## src/rtl/pilha_param.sv

```systemverilog
`default_nettype none
// ============================================================================
// Module      : pilha_param
// Description : Parametrised LIFO stack with combinational top-of-stack view,
//               push+pop replace/bypass, synchronous clear, occupancy count,
//               pop-valid strobe and sticky overflow/underflow flags.
// Revision    : 1.0 - initial release
// ============================================================================
module pilha_param #(
    parameter int WIDTH = 8,
    parameter int DEPTH = 8,
    parameter int CW    = 4
) (
    input  logic             clk,
    input  logic             rst,
    input  logic             push,
    input  logic             pop,
    input  logic             clear,
    input  logic             err_clr,
    input  logic [WIDTH-1:0] din,
    output logic [WIDTH-1:0] dout,
    output logic             dout_vld,
    output logic [WIDTH-1:0] top,
    output logic [CW-1:0]    count,
    output logic             empty,
    output logic             full,
    output logic             ovf,
    output logic             unf
);

    localparam int          c_AW    = (DEPTH > 1) ? $clog2(DEPTH) : 1;
    localparam logic [CW-1:0] c_DEPTH = CW'(DEPTH);
    localparam logic [CW-1:0] c_ONE   = CW'(1);

    logic [WIDTH-1:0] r_mem [0:DEPTH-1];
    logic [CW-1:0]    r_count;
    logic [WIDTH-1:0] r_dout;
    logic             r_dout_vld;
    logic             r_ovf;
    logic             r_unf;

    logic             w_empty;
    logic             w_full;
    logic [CW-1:0]    w_top_ptr;
    logic [c_AW-1:0]  w_rd_idx;
    logic [CW-1:0]    w_wr_ptr;
    logic [c_AW-1:0]  w_wr_idx;
    logic             w_wr_en;
    logic             w_act_clear;
    logic             w_act_repl;
    logic             w_act_push;
    logic             w_act_pop;
    logic             w_ovf_set;
    logic             w_unf_set;
    logic [WIDTH-1:0] w_top_data;

    // Occupancy decode
    assign w_empty   = (r_count == '0);
    assign w_full    = (r_count == c_DEPTH);
    assign w_top_ptr = r_count - c_ONE;
    assign w_rd_idx  = c_AW'(w_top_ptr);

    // One action per cycle, clear has the highest priority
    assign w_act_clear = clear;
    assign w_act_repl  = !clear &&  push &&  pop;
    assign w_act_push  = !clear &&  push && !pop;
    assign w_act_pop   = !clear && !push &&  pop;

    // Errors are only raised by the single-sided operations
    assign w_ovf_set = w_act_push && w_full;
    assign w_unf_set = w_act_pop  && w_empty;

    // Push writes above the top; replace overwrites the top in place
    assign w_wr_en  = !rst && ((w_act_push && !w_full) || (w_act_repl && !w_empty));
    assign w_wr_ptr = w_act_push ? r_count : w_top_ptr;
    assign w_wr_idx = c_AW'(w_wr_ptr);

    assign w_top_data = r_mem[w_rd_idx];
    assign top        = w_empty ? '0 : w_top_data;

    assign dout     = r_dout;
    assign dout_vld = r_dout_vld;
    assign count    = r_count;
    assign empty    = w_empty;
    assign full     = w_full;
    assign ovf      = r_ovf;
    assign unf      = r_unf;

    // Storage array: written only on accepted push/replace, never reset
    always_ff @(posedge clk) begin
        if (w_wr_en) begin
            r_mem[w_wr_idx] <= din;
        end
    end

    // Control state: count, popped data, strobe and sticky error flags
    always_ff @(posedge clk) begin
        if (rst) begin
            r_count    <= '0;
            r_dout     <= '0;
            r_dout_vld <= 1'b0;
            r_ovf      <= 1'b0;
            r_unf      <= 1'b0;
        end else begin
            r_dout_vld <= 1'b0;
            if (w_act_clear) begin
                r_count <= '0;
                r_dout  <= '0;
            end else if (w_act_repl) begin
                // Empty stack: the pushed word passes straight through
                r_dout     <= w_empty ? din : w_top_data;
                r_dout_vld <= 1'b1;
            end else if (w_act_push) begin
                if (!w_full) begin
                    r_count <= r_count + c_ONE;
                end
            end else if (w_act_pop) begin
                if (!w_empty) begin
                    r_dout     <= w_top_data;
                    r_count    <= w_top_ptr;
                    r_dout_vld <= 1'b1;
                end
            end
            // A new error in the same cycle as err_clr keeps the flag set
            r_ovf <= w_ovf_set || (r_ovf && !err_clr);
            r_unf <= w_unf_set || (r_unf && !err_clr);
        end
    end

endmodule
`default_nettype wire

```

## config.mk

```make
export PLATFORM = sky130hd
export DESIGN_NAME = pilha_param
export DESIGN_NICKNAME = d
export VERILOG_FILES = /design/src/rtl/pilha_param.sv
export SDC_FILE = /design/constraint.sdc
export NUM_CORES = 1
export LEC_CHECK = 0
export ABC_CLOCK_PERIOD_IN_PS = 2400
export CORE_MARGIN = 2
export CORE_UTILIZATION = 50
export DETAILED_ROUTE_END_ITERATION = 12
export GPL_ROUTABILITY_DRIVEN = 0
export PLACE_DENSITY = 0.75
export SLEW_MARGIN = 20
export SYNTH_ARGS = -nofsm -noshare
export SYNTH_HDL_FRONTEND = slang
export SYNTH_SLANG_ARGS = --single-unit
export TNS_END_PERCENT = 10
```

## constraint.sdc

```tcl
create_clock -name clk -period 2.4 [get_ports clk]
set_clock_uncertainty 0.1 [all_clocks]
set_input_delay 0.36 -clock clk [delete_from_list [all_inputs] [get_ports clk]]
set_output_delay 0.36 -clock clk [all_outputs]
set_load 0.02 [all_outputs]
```

======== Word-level counts from Yosys, hierarchy flattened ========
Memory sizes are Yosys's and may differ from the RTL's.
Index checks and enable logic that the tools add are counted.
operators by class
  reductions and logical operators ........ 28
  eq/ne operators ......................... 5
  mux-type cells .......................... 17
  add/sub/neg operators ................... 2
  bitwise operators ....................... 1
operators with widths
  cell                 count
  $mux 8               6
  $mux 4               4
  $logic_and 1x1->1    12
  $logic_not 1->1      7
  $mux 1               6
  $add 4x1->4 const B  1
  $eq 4x4->1 const B   1
  $logic_not 4->1      1
  $ne 2x1->1 const B   2
  $ne 2x2->1 const B   2
  $reduce_and 4->1     1
  $reduce_bool 2->1    2
  $sub 4x1->4 const B  1
  $logic_or 1x1->1     3
  $mux 3               1
  $reduce_and 3->1     1
  $reduce_or 2->1      1
  $not 1->1            1
storage, ports and cells
  logic and storage cells ................. 59
  register bits ........................... 15
  memories kept ........................... 1
  bits in writable memories ............... 64
memories
  memory  words  bits a word  read ports  clocked after Yosys merged registers in  wr ports  RTL line  RTL
  r_mem   8      8            1           0                                        1         35        logic [WIDTH-1:0] r_mem [0:DEPTH-1];

======== Logic depth before layout (Yosys ltp) ========
  depth after elaboration ................. 8
  gate-level depth with buffers ........... 8
  gate-level depth less buffers ........... 6

======== Worst setup path before layout ========
OpenSTA, ideal clock, no wires.
  kind .................................... reg-to-reg
  from .................................... register r_count[0] (netlist: count[0])
  to ...................................... memory r_mem[7][0] (enable)
  library setup time ...................... 0.383 ns
  period minus slack after synthesis ...... 2.905 ns
  cell stages (with the launch flop) ...... 9
  required time ........................... 1.917 ns
  path buffers ............................ 2
  setup slack ............................. -0.505 ns
  data arrival time ....................... 2.421 ns
  cells stage by stage .................... dfxtp_1 inv_2 ha_1 buf_6 inv_2 clkbuf_8 a31o_2 a21oi_1 nor3_1
between the ends
  cells in the longest elaborated chain, start to end .. 7
  elaborated cells on any way between the ends .. 12
  classes of those cells .................. add/sub (1); eq/ne (1); mux (3); reduce/logical (7)
ends and longest elaborated chain
  element                                        RTL line  RTL
  start, declared                                36        logic [CW-1:0] r_count;
  start signal, assigned                         115       r_count <= r_count + c_ONE;
  start signal, assigned                         120       r_count <= w_top_ptr;
  $eq 4x4->1 or $logic_not 4->1 (tied branches)  59, 58
  $logic_not 1->1                                --
  $logic_and 1x1->1                              74        assign w_wr_en = !rst && ((w_act_push && !w_full) || (w_act_repl && !w_empty));
  $logic_or 1x1->1                               74
  $logic_and 1x1->1                              74
  $mux 1                                         91        if (w_wr_en) begin
  $mux 1 (implied by the code)                   92        r_mem[w_wr_idx] <= din;
  end, declared                                  35
Parallel ways exist; a longest one is shown, timed or not.

======== Worst setup path in the final report ========
  from .................................... register r_count[0] (netlist: count[0])
  to ...................................... output top[5]
between the ends
  cells in the longest elaborated chain, start to end .. 3
  elaborated cells on any way between the ends .. 4
  classes of those cells .................. add/sub (1); mux (1); reduce/logical (1); memory (1)
ends and longest elaborated chain
  element        RTL line  RTL
  $sub 4x1->4    60        assign w_top_ptr = r_count - c_ONE;
  $mem_v2 8x8    --
  $mux 8 (*)     79        assign top = w_empty ? '0 : w_top_data;
  end, declared  23        output logic [WIDTH-1:0] top,
Mark *: on every way between the ends. The rest lies on a longest branch, timed or not.

==> flow_metrics.py <==
metrics = {
    "run": {
        "cap_viol_max_count": 0,
    },
    "place": {
        "post-place-cells": 370,
        "post-dp-hpwl_mm": 5.141,
        "placed_area_um2": 4240,
        "port_buffers": 38,
    },
    "sta": {
        "fin_ws_ns": -0.2406,
        "relSlewSlack_pct": 39.95,
        "timing_hold_violations_final": 0,
        "tightest_slew_ns": 0.8953,
        "min_period_over_period_pct": 110.0,
        "rsz0062_at_grt": "yes",
        "period_minus_slack_ns": 2.641,
        "fmax_ghz": 0.3787,
        "hold_slack_ns": 0.4000,
        "setup_violations": 11,
        "slew_violations": 0,
    },
    "status": {
        "violations": "setup timing",
        "status": "finished, violations left",
    },
    "floorplan": {
        "start_util_pct": 51.38,
        "ios": 39,
        "rows": 30,
        "die_width_um": 87.09,
        "design.core.area_um2": 6719,
        "fp.dieH_um": 87.09,
        "fp.dieArea_um2": 7585,
    },
    "clock_network": {
        "cts_max_level": 3,
        "cts_root_buf": "clkbuf_8",
        "cts_buffers": 9,
        "holdBufCountCts": 0,
        "path_clk_slew_ns": 0.09,
        "tritoncts": "yes",
        "clk_latency_ns": 0.35,
        "clock_path_buffers": 2,
        "cts_sinks": 79,
    },
    "detailed_routing": {
        "ant_nets": 0,
        "dr.pass1.iters": 5,
        "routed-via-count": 2409,
        "drc_errors": 0,
        "first_iter_violations": 189,
        "wirelength_mm": 8.401,
        "wire_per_inst_um": 20.44,
        "vias_per_cell": 5.861,
    },
    "cells_and_area": {
        "area_delta_synth_final_pct": 34.32,
        "drive_gt1_share_pct": 39.88,
        "num_antenna_cells": 0,
        "final_area_um2": 4637,
        "fin_cells": 411,
        "nNetsFinal": 345,
        "n_fill_cell": 454,
    },
    "setup_path": {
        "critPathMaxFanout": 8,
        "r2r_cells": 14,
        "cp.arrival_ns": 2.18,
        "end_kind": "primary output",
        "critPathKind": "reg2out",
        "start_kind": "flop",
        "required_ns": 1.94,
    },
    "hold_path": {
        "whs_path_depth": 2,
        "hold_class": "reg2reg",
    },
    "synthesis": {
        "ys_ff_latch": 79,
        "synth_cell_type_count": 45,
        "ys_dominant_reg_cell": "edfxtp_1",
        "synthesis.nets": 240,
        "synth_edf_count": 64,
        "syn-cell-area_um2": 3452,
        "synthArstFlopShare_pct": 0,
        "ys.warnings.count": 0,
        "syn_avg_cell_area_um2": 15.62,
        "ys_seq_area_share_pct": 64.37,
        "syn_inst": 221,
    },
    "power_and_ir_drop": {
        "power_density_nw_per_um2": 617.3,
        "peakVddDrop_uv": 472.0,
        "p_leak_nw": 1.716,
    },
    "global_routing": {
        "grt_pass1_vias": 2281,
        "grt_max_degree": 20,
        "grt_pass1_wl_mm": 12.53,
        "grt_overflow": 0,
        "antenna_found_initial": 0,
        "grt_util_all_layers_pct": 23.10,
    },
}
worst paths after layout:
path | endpoint | startpoint | slack (ns)
hold reg to reg | unf$_SDFF_PP0_ | unf$_SDFF_PP0_ | 0.40
hold / removal | unf$_SDFF_PP0_ | unf$_SDFF_PP0_ | 0.40
setup / recovery | top[5] | count[0]$_SDFFE_PP0P_ | -0.24
setup reg to reg | dout[1]$_SDFFE_PP0P_ | count[0]$_SDFFE_PP0P_ | -0.23
per-layer routing:
layer  GRT usage (%)  part of all wire [%]  vias up  wire length (µm)
met5               0                     0        -                 0
met3           4.550                   6.7       17               565
met2           36.99                    50      124              4238
met4           10.49                   2.2        0               184
li1                -                     -     1076                 -
met1           30.77                    41     1192              3413
power breakdown:
group	switching (mW)	total, mW	internal (mW)
registers	0.00758	1.50	1.49
logic	0.216	0.456	0.240
clock network	0.523	0.908	0.385
worst max-delay path, stage by stage (launching register included):
cell and delay [ns]:
dfxtp_4 0.38, inv_8 0.03, ha_4 0.30, inv_12 0.10, mux4_2 0.51, mux2i_1 0.25, nor2_1 0.09, buf_2 0.16
synthesized netlist by cell type, types with 3 or more instances:
cell	number	area share, %
a21oi_1	4	0.58
a31o_2	3	0.76
clkbuf_1	6	0.65
dfxtp_1	15	8.7
edfxtp_1	64	56
ha_1	5	1.8
inv_1	4	0.43
mux2i_1	9	2.6
mux4_1	7	5.3
mux4_2	9	5.9
nand3_1	16	2.3
nor2_1	20	2.2
nor3_1	6	0.87
o211ai_1	9	2.0
o31ai_1	3	0.65
xnor2_1	4	1.0
repair_timing:
item,CTS,global route
setup buffers,26,0
endpoints found under the setup margin,10,11
resized for setup,52,13
pin swaps,4,1
cloned,1,0
state kept, by name, summed over array words and instances (netlist names):
name and count:
dout_vld 1, count 4, unf 1, r_mem 64
ovf 1, dout 8
area by class of cell:
| type | instances | area, µm² | share of cell area [%] |
|---|---|---|---|
| tap | 80 | 100.1 | 2.159 |
| timing repair buffer | 107 | 927.1 | 19.99 |
| clock inverter | 7 | 56.30 | 1.214 |
| multi-input combinational | 121 | 1140 | 24.58 |
| inverter | 7 | 51.30 | 1.106 |
| timing repair inverter | 1 | 11.26 | 0.2428 |
| clock buffer | 9 | 123.9 | 2.671 |
| sequential | 79 | 2227 | 48.03 |
placed cells by master, fill, tap and decap left out, types with 4 or more instances in the layout:
master	instances
buf_2	7
mux2i_1	5
inv_1	4
dfxtp_1	13
nand3_1	16
a21oi_1	4
buf_6	15
mux4_2	15
o211ai_1	9
xnor2_1	4
clkbuf_8	9
edfxtp_1	64
buf_4	54
nor2_1	18
ha_1	4
clkdlybuf4s50_1	28
nor3_1	5
cells by family after synthesis:
| logic type | count (synthesis) | synth area share [%] |
|---|---|---|
| flip-flops | 79 | 64.37 |
| AND/OR/NAND/NOR | 57 | 8.301 |
| AO/OA/AOI/OAI | 28 | 6.452 |
| multiplexers | 26 | 14.14 |
| buffers and inverters | 21 | 3.443 |
| XOR/XNOR | 5 | 1.486 |
| adder cells (fa/ha/maj) | 5 | 1.812 |
stage by stage:
step | utilization (%) | setup slack (ns) | TNS, ns | power, mW
4_1_cts | 68.86 | -0.2229 | -1.505 | 2.843
6_report | 69.01 | -0.2406 | -2.066 | 2.862
2_1_floorplan | - | -0.01788 | -0.4291 | 1.727
5_1_grt | 69.01 | -0.3232 | -2.971 | 2.956
3_5_place_dp | 63.11 | -0.2570 | -13.45 | 1.880
3_3_place_gp | 63.11 | -0.2617 | -13.86 | 1.875
No activity file was read; power rests on OpenSTA's default activity.
